### src/rtl/vme_cmd_arbiter_if.sv
// vme_cmd_arbiter_if
//   Bundles the two requester channels and the VME engine command/data
//   channel that the arbiter sits between.
//   Requester side : req0/1, rw0/1, cmd0/1, wdat0/1 in; ack0/1, done0/1,
//                    err0/1, rdata0/1 out.
//   Engine side    : vme_cmd_rd, vme_dat_wr, vme_dat_reg_out in; start,
//                    vme_cmd_reg, vme_dat_reg_in out.
//   Status         : busy out.
//   Modport slave is the arbiter; modport master is whatever drives it.
interface vme_cmd_arbiter_if;
    logic        req0;
    logic        req1;
    logic        rw0;
    logic        rw1;
    logic [15:0] cmd0;
    logic [15:0] cmd1;
    logic [15:0] wdat0;
    logic [15:0] wdat1;
    logic        ack0;
    logic        ack1;
    logic        done0;
    logic        done1;
    logic        err0;
    logic        err1;
    logic [15:0] rdata0;
    logic [15:0] rdata1;
    logic        vme_cmd_rd;
    logic        vme_dat_wr;
    logic [31:0] vme_dat_reg_out;
    logic        start;
    logic [31:0] vme_cmd_reg;
    logic [31:0] vme_dat_reg_in;
    logic        busy;

    modport slave (
        input  req0, req1, rw0, rw1, cmd0, cmd1, wdat0, wdat1,
        input  vme_cmd_rd, vme_dat_wr, vme_dat_reg_out,
        output ack0, ack1, done0, done1, err0, err1, rdata0, rdata1,
        output start, vme_cmd_reg, vme_dat_reg_in, busy
    );

    modport master (
        output req0, req1, rw0, rw1, cmd0, cmd1, wdat0, wdat1,
        output vme_cmd_rd, vme_dat_wr, vme_dat_reg_out,
        input  ack0, ack1, done0, done1, err0, err1, rdata0, rdata1,
        input  start, vme_cmd_reg, vme_dat_reg_in, busy
    );
endinterface

### src/rtl/vme_cmd_arbiter.sv
// vme_cmd_arbiter
//   Round-robin arbiter sharing one VME command engine between the host
//   (requester 0) and the monitor poller (requester 1). A granted request
//   is issued as a one-cycle start strobe with the command word, then the
//   arbiter waits for the engine's completion strobe or a timeout and
//   reports done/err (and read data) back to the granted requester.
//   Ports:
//     clk  : clock, rising edge
//     rst  : asynchronous active-high reset
//     bus  : vme_cmd_arbiter_if.slave (requester and engine channels)
//   Parameters:
//     MASK      : constant ORed into every command word; idle command value
//     TO_CYCLES : WAIT cycles without completion before timeout (<= 1024)
//   All outputs are registered.
module vme_cmd_arbiter #(
    parameter logic [31:0] MASK      = 32'h00A8_0000,
    parameter int unsigned TO_CYCLES = 1023
) (
    input logic               clk,
    input logic               rst,
    vme_cmd_arbiter_if.slave  bus
);

    typedef enum logic [1:0] {IDLE, ISSUE, WAIT} state_t;

    localparam logic [31:0] RD_BIT  = 32'h0200_0000;
    localparam logic [31:0] WR_BIT  = 32'h0100_0000;
    // Counter value during the last WAIT cycle before the timeout fires.
    localparam logic [9:0]  TO_LAST = 10'(TO_CYCLES - 1);

    state_t      state_q, state_d;
    logic        last_q, last_d;       // last granted requester
    logic        gnt_q, gnt_d;         // requester owning the current transaction
    logic        rd_q, rd_d;           // current transaction is a read
    logic [9:0]  cnt_q, cnt_d;
    logic        start_q, start_d;
    logic [1:0]  ack_q, ack_d;
    logic [1:0]  done_q, done_d;
    logic [1:0]  err_q, err_d;
    logic [15:0] rdata0_q, rdata0_d;
    logic [15:0] rdata1_q, rdata1_d;
    logic [31:0] cmd_reg_q, cmd_reg_d;
    logic [31:0] dat_in_q, dat_in_d;
    logic        busy_q, busy_d;

    logic        sel1;
    logic        w_rw;
    logic [15:0] w_cmd;
    logic [15:0] w_wdat;
    logic [15:0] unused_dat_hi;

    // Only the low half of the engine return word is ever delivered.
    assign unused_dat_hi = bus.vme_dat_reg_out[31:16];

    // Requester 1 wins when it is alone, or on a tie when requester 0 was last.
    always_comb begin
        sel1   = bus.req1 && (!bus.req0 || !last_q);
        w_rw   = sel1 ? bus.rw1   : bus.rw0;
        w_cmd  = sel1 ? bus.cmd1  : bus.cmd0;
        w_wdat = sel1 ? bus.wdat1 : bus.wdat0;
    end

    always_comb begin
        state_d   = state_q;
        last_d    = last_q;
        gnt_d     = gnt_q;
        rd_d      = rd_q;
        cnt_d     = cnt_q;
        start_d   = 1'b0;
        ack_d     = '0;
        done_d    = '0;
        err_d     = '0;
        rdata0_d  = rdata0_q;
        rdata1_d  = rdata1_q;
        cmd_reg_d = cmd_reg_q;
        dat_in_d  = dat_in_q;

        unique case (state_q)
            IDLE: begin
                if (bus.vme_cmd_rd && (bus.req0 || bus.req1)) begin
                    state_d   = ISSUE;
                    gnt_d     = sel1;
                    last_d    = sel1;
                    rd_d      = w_rw;
                    start_d   = 1'b1;
                    ack_d     = sel1 ? 2'b10 : 2'b01;
                    cmd_reg_d = MASK | {16'h0000, w_cmd} | (w_rw ? RD_BIT : WR_BIT);
                    dat_in_d  = w_rw ? '0 : {16'h0000, w_wdat};
                end
            end
            ISSUE: begin
                state_d = WAIT;
                cnt_d   = '0;
            end
            WAIT: begin
                cnt_d = cnt_q + 10'd1;
                // Completion takes priority over a timeout in the same cycle.
                if (bus.vme_dat_wr || (cnt_q == TO_LAST)) begin
                    state_d   = IDLE;
                    cmd_reg_d = MASK;
                    dat_in_d  = '0;
                    done_d    = gnt_q ? 2'b10 : 2'b01;
                    if (!bus.vme_dat_wr) begin
                        err_d = done_d;
                    end else if (rd_q) begin
                        if (gnt_q) rdata1_d = bus.vme_dat_reg_out[15:0];
                        else       rdata0_d = bus.vme_dat_reg_out[15:0];
                    end
                end
            end
            default: state_d = IDLE;
        endcase

        busy_d = (state_d != IDLE);
    end

    always_ff @(posedge clk or posedge rst) begin
        if (rst) begin
            state_q   <= IDLE;
            last_q    <= 1'b1;
            gnt_q     <= 1'b0;
            rd_q      <= 1'b0;
            cnt_q     <= '0;
            start_q   <= 1'b0;
            ack_q     <= '0;
            done_q    <= '0;
            err_q     <= '0;
            rdata0_q  <= '0;
            rdata1_q  <= '0;
            cmd_reg_q <= MASK;
            dat_in_q  <= '0;
            busy_q    <= 1'b0;
        end else begin
            state_q   <= state_d;
            last_q    <= last_d;
            gnt_q     <= gnt_d;
            rd_q      <= rd_d;
            cnt_q     <= cnt_d;
            start_q   <= start_d;
            ack_q     <= ack_d;
            done_q    <= done_d;
            err_q     <= err_d;
            rdata0_q  <= rdata0_d;
            rdata1_q  <= rdata1_d;
            cmd_reg_q <= cmd_reg_d;
            dat_in_q  <= dat_in_d;
            busy_q    <= busy_d;
        end
    end

    assign bus.ack0           = ack_q[0];
    assign bus.ack1           = ack_q[1];
    assign bus.done0          = done_q[0];
    assign bus.done1          = done_q[1];
    assign bus.err0           = err_q[0];
    assign bus.err1           = err_q[1];
    assign bus.rdata0         = rdata0_q;
    assign bus.rdata1         = rdata1_q;
    assign bus.start          = start_q;
    assign bus.vme_cmd_reg    = cmd_reg_q;
    assign bus.vme_dat_reg_in = dat_in_q;
    assign bus.busy           = busy_q;

endmodule

### src/flat_wrapper.sv
// flat-port wrapper written by rule: the top's interface ports become plain ports
module vme_cmd_arbiter_flat 
#(
    parameter logic [31:0] MASK      = 32'h00A8_0000,
    parameter int unsigned TO_CYCLES = 1023
)
  (clk, rst, bus_req0, bus_req1, bus_rw0, bus_rw1, bus_cmd0, bus_cmd1, bus_wdat0, bus_wdat1, bus_vme_cmd_rd, bus_vme_dat_wr, bus_vme_dat_reg_out, bus_ack0, bus_ack1, bus_done0, bus_done1, bus_err0, bus_err1, bus_rdata0, bus_rdata1, bus_start, bus_vme_cmd_reg, bus_vme_dat_reg_in, bus_busy);
  vme_cmd_arbiter_if bus_i ();
  input logic clk;
  input logic rst;
  input wire logic [$bits(bus_i.req0)-1:0] bus_req0;
  input wire logic [$bits(bus_i.req1)-1:0] bus_req1;
  input wire logic [$bits(bus_i.rw0)-1:0] bus_rw0;
  input wire logic [$bits(bus_i.rw1)-1:0] bus_rw1;
  input wire logic [$bits(bus_i.cmd0)-1:0] bus_cmd0;
  input wire logic [$bits(bus_i.cmd1)-1:0] bus_cmd1;
  input wire logic [$bits(bus_i.wdat0)-1:0] bus_wdat0;
  input wire logic [$bits(bus_i.wdat1)-1:0] bus_wdat1;
  input wire logic [$bits(bus_i.vme_cmd_rd)-1:0] bus_vme_cmd_rd;
  input wire logic [$bits(bus_i.vme_dat_wr)-1:0] bus_vme_dat_wr;
  input wire logic [$bits(bus_i.vme_dat_reg_out)-1:0] bus_vme_dat_reg_out;
  output wire logic [$bits(bus_i.ack0)-1:0] bus_ack0;
  output wire logic [$bits(bus_i.ack1)-1:0] bus_ack1;
  output wire logic [$bits(bus_i.done0)-1:0] bus_done0;
  output wire logic [$bits(bus_i.done1)-1:0] bus_done1;
  output wire logic [$bits(bus_i.err0)-1:0] bus_err0;
  output wire logic [$bits(bus_i.err1)-1:0] bus_err1;
  output wire logic [$bits(bus_i.rdata0)-1:0] bus_rdata0;
  output wire logic [$bits(bus_i.rdata1)-1:0] bus_rdata1;
  output wire logic [$bits(bus_i.start)-1:0] bus_start;
  output wire logic [$bits(bus_i.vme_cmd_reg)-1:0] bus_vme_cmd_reg;
  output wire logic [$bits(bus_i.vme_dat_reg_in)-1:0] bus_vme_dat_reg_in;
  output wire logic [$bits(bus_i.busy)-1:0] bus_busy;
  assign bus_i.req0 = bus_req0;
  assign bus_i.req1 = bus_req1;
  assign bus_i.rw0 = bus_rw0;
  assign bus_i.rw1 = bus_rw1;
  assign bus_i.cmd0 = bus_cmd0;
  assign bus_i.cmd1 = bus_cmd1;
  assign bus_i.wdat0 = bus_wdat0;
  assign bus_i.wdat1 = bus_wdat1;
  assign bus_i.vme_cmd_rd = bus_vme_cmd_rd;
  assign bus_i.vme_dat_wr = bus_vme_dat_wr;
  assign bus_i.vme_dat_reg_out = bus_vme_dat_reg_out;
  assign bus_ack0 = bus_i.ack0;
  assign bus_ack1 = bus_i.ack1;
  assign bus_done0 = bus_i.done0;
  assign bus_done1 = bus_i.done1;
  assign bus_err0 = bus_i.err0;
  assign bus_err1 = bus_i.err1;
  assign bus_rdata0 = bus_i.rdata0;
  assign bus_rdata1 = bus_i.rdata1;
  assign bus_start = bus_i.start;
  assign bus_vme_cmd_reg = bus_i.vme_cmd_reg;
  assign bus_vme_dat_reg_in = bus_i.vme_dat_reg_in;
  assign bus_busy = bus_i.busy;
  vme_cmd_arbiter #(.MASK(MASK), .TO_CYCLES(TO_CYCLES)) u_core (.clk(clk), .rst(rst), .bus(bus_i));
endmodule
### config.mk
export PLATFORM = sky130hd
export DESIGN_NAME = vme_cmd_arbiter_flat
export DESIGN_NICKNAME = d
export VERILOG_FILES = /design/src/rtl/vme_cmd_arbiter_if.sv /design/src/rtl/vme_cmd_arbiter.sv /design/src/flat_wrapper.sv
export SDC_FILE = /design/constraint.sdc
export NUM_CORES = 1
export LEC_CHECK = 0
export BUFFER_PORTS_ARGS = -buffer_cell sky130_fd_sc_hd__buf_2
export CORE_MARGIN = 2
export CORE_UTILIZATION = 42
export CTS_CLUSTER_DIAMETER = 120
export DETAILED_ROUTE_END_ITERATION = 8
export GPL_ROUTABILITY_DRIVEN = 0
export PLACE_DENSITY = 0.77
export SLEW_MARGIN = 10
export SYNTH_ARGS = -nofsm -noshare
export SYNTH_HDL_FRONTEND = slang
export SYNTH_SLANG_ARGS = --single-unit
### constraint.sdc
create_clock -name clk -period 2.62 [get_ports clk]
set_clock_uncertainty 0.15 [all_clocks]
set_input_delay 0.131 -clock clk [delete_from_list [all_inputs] [get_ports clk]]
set_output_delay 0.131 -clock clk [all_outputs]
set_load 0.05 [all_outputs]
# Word level (Yosys, flattened, before mapping)
# Cells that the tools add are included.
[op_classes] reduce_logical=15 n_bitwise=2 n_mux=26 n_eq_ne=5 add_sub_neg=1
[ops] op="two-way mux 32 bit" count=4
[ops] op="one-hot mux 32 bit (2 select lines)" count=2
[ops] op="two-way mux 16 bit" count=3
[ops] op="bitwise OR 24 x 32 -> 32 bit" count=1
[ops] op="two-way mux 26 bit" count=1
[ops] op="two-way mux 2 bit" count=11
[ops] op="one-hot mux 10 bit (2 select lines)" count=1
[ops] op="adder 10 x 1 -> 10 bit (second input constant)" count=1
[ops] op="equality test 10 bit (second input constant)" count=1
[ops] op="AND reduction 5 bit" count=2
[ops] op="one-hot mux 2 bit (3 select lines)" count=1
[ops] op="nonzero test 2 bit" count=3
[ops] op="!= test 2 x 1 -> 1 bit (second input constant)" count=2
[ops] op="logical OR 1 bit" count=3
[ops] op="two-way mux 1 bit" count=3
[ops] op="AND reduction 3 bit" count=1
[ops] op="equality test 2 x 1 -> 1 bit (second input constant)" count=1
[ops] op="equality test 2 bit (second input constant)" count=1
[ops] op="logical AND 1 bit" count=2
[ops] op="zero test 1 bit" count=2
[ops] op="zero test 2 bit" count=1
[ops] op="AND reduction 2 bit" count=1
[ops] op="NOT 1 bit" count=1
[totals] elab_cells=63 register_bits=119 out_inout_bits=104 input_bits=104

# Logic depth before layout (Yosys ltp)
# Gate-level depths: netlist of run 1.
[depth] depth_word=8 ltp_mapped=8 ltp_nobuf=6

# Worst setup path before layout of run 1
# Ideal clock, no wire load.
[synth_path] kind="register to register" startpoint="register u_core.cnt_q[0]" endpoint="register u_core.cmd_reg_q[0], in the netlist u_core.bus.vme_cmd_reg[0]" setup_time_ns=0.125 setup_slack_ns=0.532 t_arrival_ns=1.814 t_required_ns=2.345 path_buffers=1 stages_incl_launch_ff=8 period_less_slack_ns=2.088 path_cell_list="dfrtp_1 inv_1 ha_1 and4_1 a311oi_4 nor3_4 buf_6 mux2_2"
[synth_via] elab_chain_cells=4
[synth_rtl] item="from (decl)" line="vme_cmd_arbiter.sv:35" text="logic [9:0] cnt_q, cnt_d;"
[synth_rtl] item="from (signal assigned)" line="vme_cmd_arbiter.sv:138" text="cnt_q <= cnt_d;"
[synth_rtl] item="equality test 10 bit" line="vme_cmd_arbiter.sv:98" text="if (bus.vme_dat_wr || (cnt_q == TO_LAST)) begin"
[synth_rtl] item="logical OR 1 bit" line="vme_cmd_arbiter.sv:98"
[synth_rtl] item="!= test 2 x 1 -> 1 bit (no line)"
[synth_rtl] item="AND reduction 3 bit (no line)"
[synth_rtl] item="to (signal assigned)" line="vme_cmd_arbiter.sv:145" text="cmd_reg_q <= cmd_reg_d;"
[synth_rtl] item="to (decl)" line="vme_cmd_arbiter.sv:42" text="logic [31:0] cmd_reg_q, cmd_reg_d;"
# Every way passes these cells.
# A chain may end at the register's enable or synchronous reset.

# Worst setup path in the final report of run 1
[layout_path] startpoint="register u_core.cnt_q[0]" endpoint="register u_core.dat_in_q[9], in the netlist u_core.bus.vme_dat_reg_in[9]"
[layout_via] elab_chain_cells=4
[layout_rtl] item="equality test 10 bit" line="vme_cmd_arbiter.sv:98"
[layout_rtl] item="logical OR 1 bit" line="vme_cmd_arbiter.sv:98"
[layout_rtl] item="!= test 2 x 1 -> 1 bit (no line)"
[layout_rtl] item="AND reduction 3 bit (no line)"
[layout_rtl] item="to (signal assigned)" line="vme_cmd_arbiter.sv:146" text="dat_in_q <= dat_in_d;"
[layout_rtl] item="to (decl)" line="vme_cmd_arbiter.sv:43" text="logic [31:0] dat_in_q, dat_in_d;"
# Every way passes these cells.

==> results.cfg, run 1 <==
[outcome]
status = complete, no violations

[cells_and_area]
fillCellCount = 845
layout_common_cells = buf_2 (161), dfrtp_1 (88), mux2_2 (67)
final_util = 0.566
layout.cells.most_common = buf_2
final_nets = 663
largest_reg_flops = 18
drive_above_1_share = 0.466
multi_input_area_mm2 = 0.00182
seqCellArea_mm2 = 0.00223
antenna_cells = 0
syn_to_final_growth_pct = 30.1

[grt]
grt-ovfl-total = 0
grt_pass1_vias = 3383
grt_first_pass_wirelength_um = 16000
grt_max_degree = 90
track_usage = 0.183
antenna_found_initial = 0

[synthesis]
syn_area_per_cell_um2 = 11.6
syn-cell-area_mm2 = 0.00429
synth_cells = 371
synth-main-ff-cell = dfrtp_1
ys_warn_count = 0
synth_edf_count = 0
synthArstFlopShare = 1.00
ys_seq_elements = 89
synth_cell_types = 37
synth-seq-area-share = 0.519

[critical_path]
startpoint_type = register
cp-end-kind = register
critical_path_class = register to register
timing.critical_path.arrival_ns = 2.31
cp_max_fo = 23
crit_required_ns = 2.71

[floorplanning]
start_util = 0.435
die_h_um = 105
coreArea_mm2 = 0.00986
rows = 36
ios = 208
die_area_mm2 = 0.0110
die_w_um = 105

[timing]
period_needed_ns = 2.22
setup_viol = 0
finalSetupTns_ns = 0
fmax_ghz = 0.451
hold_violations = 0
fin_crit_sh = 0.846
rsz0062_at_grt = false
slew_violations = 0

[clocking]
cts_tree = done
cts_buffers = 9
cts_buffer_depth = 2
clkTransAtPathRegs_ns = 0.09
root_buffer = clkbuf_8
insertion_delay_ns = 0.36
cts_resized = 0
htree_levels = 3
clock-sinks = 89

[drt]
num_vias = 3327
dr.pass1.iters = 4
drc = 0
wl_um = 9780
drtAntennaViolNets = 0
via_per_inst = 4.81
routedWlPerCell_um = 14.2
drt_iter0_markers = 146

[place]
port_buffers = 161
dp_hpwl_um = 6870

[power_and_ir_drop]
powerDensity_mw_per_mm2 = 1250
leakagePower_nw = 2.94
ir_worst_vdd_uv = 533

[run]
cap_violations = 0

[min_path]
hold_path_class = input port to register
[cells in the mapped netlist (6+ instances only)]
| cell type | count | area, µm² |
|---|---|---|
| a21oi_1 | 19 | 95.1 |
| ha_1 | 6 | 75.1 |
| clkbuf_1 | 7 | 26.3 |
| dfrtp_1 | 88 | 2200 |
| buf_4 | 30 | 225 |
| nor3_1 | 18 | 90.1 |
| nand2_1 | 38 | 143 |
| mux2_2 | 67 | 754 |
| o21ai_0 | 8 | 40.0 |
| inv_1 | 12 | 45.0 |
| nor2_1 | 13 | 48.8 |
| mux2i_1 | 17 | 170 |
[what timing repair did]
item | CTS | global route
setup buffers | 0 | 0
hold buffers | 21 | 0
endpoints found under the hold margin | 125 | 0
[area by class of cell]
cell class,instances,share of cell area
Clock buffer,9,0.0222
Multi-Input combinational cell,250,0.325
Tap cell,133,0.0298
Clock inverter,7,0.0195
Inverter,12,0.00829
Timing Repair Buffer,191,0.196
Sequential cell,89,0.399
[worst max-delay path, cell delays in order, from the launching register on]
cell and delay (ns):
dfrtp_1 0.40, inv_1 0.11, ha_1 0.15, and4_1 0.23, a311oi_4 0.14, nor3_4 0.21
buf_4 0.33, mux2_2 0.38
[final timing paths]
kind / slack (ns) / cells past startpoint / end / from
min in group asynchronous: 0.25 / 4 / u_core.bus.rdata1[5] / rst
worst max-delay path: 0.40 / 7 / u_core.bus.vme_dat_reg_in[9] / u_core.cnt_q[0]
worst min register to register: 0.36 / 1 / u_core.bus.vme_cmd_reg[4] / u_core.bus.vme_cmd_reg[4]
worst max register to register: 0.40 / 7 / u_core.bus.vme_dat_reg_in[9] / u_core.cnt_q[0]
worst min-delay path: 0.01 / 4 / u_core.bus.vme_cmd_reg[13] / bus_cmd1[13]
max in group asynchronous: 1.70 / 4 / u_core.bus.vme_dat_reg_in[2] / rst
[where the power goes]
group / total (mW) / internal [mW] / switching (mW)
combinational: 3.74 / 1.12 / 2.62
clock: 1.10 / 0.559 / 0.539
sequential: 2.15 / 1.88 / 0.265
total: 6.98 / 3.56 / 3.42
[cells by family after synthesis]
group,synth area share
flip-flops,0.519
AND/OR/NAND/NOR,0.0944
multiplexers,0.215
buffers and inverters,0.0854
AO/OA/AOI/OAI,0.0565
adder cells (fa/ha/maj),0.0175
XOR/XNOR,0.0102
other,0.00175
[per-layer routing]
| metal | GRT usage | share of wire | wire length, µm |
|---|---|---|---|
| met5 | 0 | 0 | 0 |
| met4 | 0.0952 | 0.037 | 358 |
| met3 | 0.0343 | 0.042 | 410 |
| met2 | 0.329 | 0.53 | 5190 |
| met1 | 0.204 | 0.39 | 3820 |
[through the flow]
step           cells  instance area, µm²  setup WS, ns  hold slack (ns)  total power, mW
4_1_cts          691                5590         0.378          0.00105             7.03
3_3_place_gp     654                5140         0.445            0.118             5.80
5_1_grt          691                5590         0.244           0.0299             7.35
2_1_floorplan    399                4400        0.0337            0.132             5.10
3_5_place_dp     654                5140         0.385            0.124             5.89
6_report         691                5590         0.405           0.0132             6.98
Power figures use the tool's default switching activity.
==> run 2: changes to the inputs <==
==> constraint.sdc (replaced) <==
create_clock -name clk -period 1.9 [get_ports clk]
set_clock_uncertainty 0.15 [all_clocks]
set_input_delay 0.095 -clock clk [delete_from_list [all_inputs] [get_ports clk]]
set_output_delay 0.095 -clock clk [all_outputs]
set_load 0.05 [all_outputs]
==> run 2 against run 1 <==
Effect of this change:
- the run now ends with negative setup slack left
- first-iteration DRC count up 16%
- flip-flop and latch count is the same
- worst setup slack worse by 0.53 ns
- final area rose by 7.3%
- total power grew 42%
- clock power up 5%
- die area stayed put
- wire length rose by 9.1%
- global-route usage rose by 0.46 points
- register-to-register slack worse by 0.53 ns
- combinational power grew 55%
- largest cell class unchanged
- largest power group unchanged
==> results.cfg, run 2 (same netlist as run 1, synthesis figures left out) <==
[outcome]
status = finished, violations left
violations = negative setup slack

[drt]
met2WireLength_um = 5720
dr.max_layer_used = met4
drt_iter0_markers = 169
drtAntennaViolNets = 0
drt-met1-wl_um = 4230
drc = 0
num_vias = 3543
wl_met3_um = 422
dr.pass1.iters = 4
routedWlPerCell_um = 14.6
via_per_inst = 4.84
wl_um = 10700

[clocking]
cts_tree = done
clkTransAtPathRegs_ns = 0.09
clock-sinks = 89
cts_buffer_depth = 2
insertion_delay_ns = 0.35
root_buffer = clkbuf_8
cts_buffers = 9
htree_levels = 3

[cells_and_area]
instances_no_fill = 732
final_nets = 704
drive_above_1_share = 0.484
fillCellCount = 779
layout.cells.most_common = buf_2
syn_to_final_growth_pct = 39.6
layout_common_cells = buf_2 (161), dfrtp_1 (88), mux2_2 (53)
antenna_cells = 0
largest_reg_flops = 18

[place]
place_inst = 670
dp_hpwl_um = 6970
port_buffers = 161

[critical_path]
slowest_stage = dfrtp_1
startpoint_type = register
cp-end-kind = register
crit_buf_inv = 3
timing.critical_path.arrival_ns = 2.12
critical_path_class = register to register
cp_top_family = simple AND/OR/NAND/NOR gates
crit_chain = inv_2 -> ha_1 -> and4_4 -> a311oi_4 -> nor3_4 -> buf_6 -> buf_6 -> mux2_2
crit_top_cell = buf_6
cpPeakStageDelay_ns = 0.40
crit_required_ns = 1.99
cp_max_fo = 5

[power_and_ir_drop]
leakagePower_nw = 3.16
ir_worst_vdd_uv = 761
power_mw = 9.89
powerDensity_mw_per_mm2 = 1650

[grt]
grt_pass1_vias = 3600
track_usage = 0.187
antenna_found_initial = 0
grt_first_pass_wirelength_um = 16900
grt_max_degree = 90
grt-ovfl-total = 0

[floorplanning]
start_util = 0.435
die_area_mm2 = 0.0110
die_w_um = 105
coreArea_mm2 = 0.00986
die_h_um = 105
ios = 208
rows = 36

[timing]
slew_violations = 0
setup_viol = 34
period_needed_ns = 2.03
fin_crit_sh = 1.07
finalSetupTns_ns = -3.26
fmax_ghz = 0.493
rsz0062_at_grt = true
timing.final.ws_setup_ns = -0.128
hold_violations = 0

[run]
cap_violations = 0

[min_path]
hold_path_class = input port to register
==> run 2: final timing paths <==
check	from	to	slack, ns	cells past startpoint
max reg2reg	u_core.cnt_q[0]	u_core.bus.vme_cmd_reg[8]	-0.13	8
min in group asynchronous	rst	u_core.bus.rdata0[4]	0.28	4
min reg2reg	u_core.bus.rdata0[12]	u_core.bus.rdata0[12]	0.35	1
max	u_core.cnt_q[0]	u_core.bus.vme_cmd_reg[8]	-0.13	8
min	bus_cmd0[1]	u_core.bus.vme_cmd_reg[1]	0.01	4
max in group asynchronous	rst	u_core.last_q	0.96	4
==> run 2: routing by layer <==
layer	GRT usage	vias up
met3	0.0200	22
met4	0.0838	0
met2	0.355	124
met5	0	-
li1	-	1662
met1	0.209	1735
==> run 2: metrics by stage <==
stage	worst slack (ns)	cell area (µm²)	hold slack (ns)	util
3_3_place_gp	-0.0609	5310	0.112	0.538
3_5_place_dp	-0.129	5310	0.117	0.538
5_1_grt	-0.210	6000	0.0334	0.608
6_report	-0.128	6000	0.0122	0.608
2_1_floorplan	-0.0803	4410	0.0956	-
4_1_cts	-0.109	5910	0.000617	0.599
==> run 2: what timing repair did <==
item                                    CTS  global route
hold endpoints to repair                135             0
endpoints found under the setup margin   33            36
setup buffers                             5             3
pin swaps                                 0             2
hold buffers                             37             0
gates resized for setup                   6            17
gates cloned                              1             0
==> run 2: worst min-delay path, cell delays in order <==
cell and delay (ns):
buf_2 0.08, nand2_1 0.04, a21oi_1 0.13, mux2_2 0.14
==> run 2: final cells by class <==
cell class | count | area, µm² | area share
Clock inverter | 6 | 42.5 | 0.00710
Sequential cell | 89 | 2230 | 0.372
Multi-Input combinational cell | 250 | 1890 | 0.314
Inverter | 12 | 48.8 | 0.00814
Tap cell | 133 | 166 | 0.0278
Clock buffer | 10 | 128 | 0.0213
Timing Repair Buffer | 232 | 1500 | 0.250
==> run 2: power by group <==
part | total, mW | internal [mW] | switching [mW]
combinational | 5.79 | 2.00 | 3.78
clock | 1.15 | 0.478 | 0.677
sequential | 2.95 | 2.59 | 0.354
total | 9.89 | 5.08 | 4.81
==> run 3: changes to the inputs <==
--- a/config.mk
+++ b/config.mk
@@ -7,11 +7,11 @@
 export LEC_CHECK = 0
 export BUFFER_PORTS_ARGS = -buffer_cell sky130_fd_sc_hd__buf_2
 export CORE_MARGIN = 2
-export CORE_UTILIZATION = 42
+export CORE_UTILIZATION = 50
 export CTS_CLUSTER_DIAMETER = 120
 export DETAILED_ROUTE_END_ITERATION = 8
 export GPL_ROUTABILITY_DRIVEN = 0
-export PLACE_DENSITY = 0.77
+export PLACE_DENSITY = 0.86
 export SLEW_MARGIN = 10
 export SYNTH_ARGS = -nofsm -noshare
 export SYNTH_HDL_FRONTEND = slang
==> constraint.sdc (replaced) <==
create_clock -name clk -period 2.55 [get_ports clk]
set_clock_uncertainty 0.15 [all_clocks]
set_input_delay 0.1275 -clock clk [delete_from_list [all_inputs] [get_ports clk]]
set_output_delay 0.1275 -clock clk [all_outputs]
set_load 0.05 [all_outputs]
==> run 3 against run 2 <==
Effect of this change:
- the run now ends clean
- worst setup slack better by 0.50 ns
- critical path depth down 1
- flip-flop and latch count unchanged
- total power down 29%
- wire length down 7.3%
- register-to-register slack better by 0.50 ns
- maximum frequency down 7.0%
==> results.cfg, run 3 (same netlist as run 1, synthesis figures left out) <==
[timing]
fin_crit_sh = 0.855
finalSetupTns_ns = 0
slew_violations = 0
rsz0062_at_grt = false
setup_viol = 0
period_needed_ns = 2.18
fmax_ghz = 0.459
hold_violations = 0
fin_worst_hold_slack_ns = 0.0234

[clocking]
cts_setup_buffers = 0
insertion_delay_ns = 0.34
root_buffer = clkbuf_8
cts_buffer_depth = 2
clkTransAtPathRegs_ns = 0.09
cts_resized = 0
cts_tree = done
cts_buffers = 9
cts_hold_buf = 18
clock-sinks = 89
htree_levels = 3

[cells_and_area]
final_nets = 660
largest_reg_flops = 18
drive_above_1_share = 0.468
layout.cells.most_common = buf_2
layout_common_cells = buf_2 (161), dfrtp_1 (88), mux2_2 (67)
syn_to_final_growth_pct = 28.2
antenna_cells = 0
instances_no_fill = 660

[grt]
grt_max_degree = 90
grt_pass1_vias = 3616
track_usage = 0.219
gr-usage-met1 = 0.252
antenna_found_initial = 0
gr-usage-met2 = 0.401
grt_busiest_layer = met2
grt-ovfl-total = 0
gr-usage-met3 = 0.0368
grt_first_pass_wirelength_um = 16900

[floorplanning]
rows = 33
coreArea_mm2 = 0.00826
ios = 208
die_w_um = 96.7
die_h_um = 96.7
die_area_mm2 = 0.00935
start_util = 0.520

[place]
port_buffers = 161
place_inst = 626
dp_hpwl_um = 7080

[power_and_ir_drop]
ir_worst_vdd_uv = 576
powerDensity_mw_per_mm2 = 1280
power_mw = 7.06
leakagePower_nw = 2.91

[drt]
dr.pass1.iters = 4
drc = 0
via_per_inst = 5.11
drt_iter0_markers = 121
num_vias = 3373
routedWlPerCell_um = 15.0
wl_um = 9900
drtAntennaViolNets = 0

[critical_path]
crit_required_ns = 2.62
crit_chain = inv_1 -> ha_1 -> and4_1 -> a311oi_4 -> nor3_4 -> buf_12 -> mux2_2
cp_max_fo = 26
crit_buf_inv = 2
startpoint_type = register
cp_top_family = simple AND/OR/NAND/NOR gates
cpPeakStageDelay_ns = 0.40
cp-end-kind = register
slowest_stage = dfrtp_1
timing.critical_path.arrival_ns = 2.25
critical_path_class = register to register

[outcome]
status = complete, no violations

[run]
cap_violations = 0

[min_path]
hold_path_class = input port to register
[run 3: cell types whose count changed in the layout (fill, tap and decap cells not counted), sizes merged]
cell	change
buf	-25
bufinv	+1
clkbuf	-1
clkinvlp	-1
dlygate4sd3	-19
inv	+1
[run 3: cell type report]
| cell class | instances | area (µm²) |
|---|---|---|
| fill | 616 | 2750 |
| clock inverter | 7 | 77.6 |
| inverter | 12 | 48.8 |
| multi-input combinational | 250 | 1820 |
| tap | 105 | 131 |
| timing repair buffer | 188 | 1080 |
| clock buffer | 9 | 124 |
| sequential | 89 | 2230 |
[run 3: path summary, 6_finish.rpt]
| check | startpoint | end | slack, ns | cells after the start |
|---|---|---|---|---|
| max in group asynchronous | rst | u_core.bus.vme_dat_reg_in[13] | 1.58 | 4 |
| min reg2reg | u_core.bus.rdata1[14] | u_core.bus.rdata1[14] | 0.35 | 1 |
| min | bus_cmd1[14] | u_core.bus.vme_cmd_reg[14] | 0.02 | 4 |
| max reg2reg | u_core.cnt_q[0] | u_core.bus.vme_dat_reg_in[13] | 0.37 | 7 |
| max | u_core.cnt_q[0] | u_core.bus.vme_dat_reg_in[13] | 0.37 | 7 |
| min in group asynchronous | rst | u_core.bus.rdata1[8] | 0.31 | 4 |
[run 3: tightest hold or removal path: cells and delay by family]
family                 cells  cell delay (ns)
multiplexers               1             0.14
AO/OA/AOI/OAI              1             0.10
buffers and inverters      1             0.07
AND/OR/NAND/NOR            1             0.04
[run 3: report_power, final]
part           internal (mW)  switching [mW]  total [mW]
Sequential              1.93           0.274        2.21
Clock                  0.462           0.506       0.967
Combinational           1.18            2.71        3.89
Total                   3.57            3.49        7.06
[run 3: through the flow]
| stage | utilization | cell area, µm² | worst slack [ns] |
|---|---|---|---|
| floorplan | - | 4400 | 0.462 |
| global placement | 0.620 | 5120 | 0.466 |
| detailed placement | 0.620 | 5120 | 0.384 |
| CTS | 0.667 | 5500 | 0.374 |
| global route | 0.667 | 5500 | 0.269 |
| finish | 0.667 | 5500 | 0.370 |
[run 3: routing by layer]
| layer | up-vias | part of all wire |
|---|---|---|
| li1 | 1572 | - |
| met2 | 117 | 0.54 |
| met4 | 0 | 0.026 |
| met3 | 22 | 0.041 |
| met1 | 1662 | 0.39 |
| met5 | - | 0 |
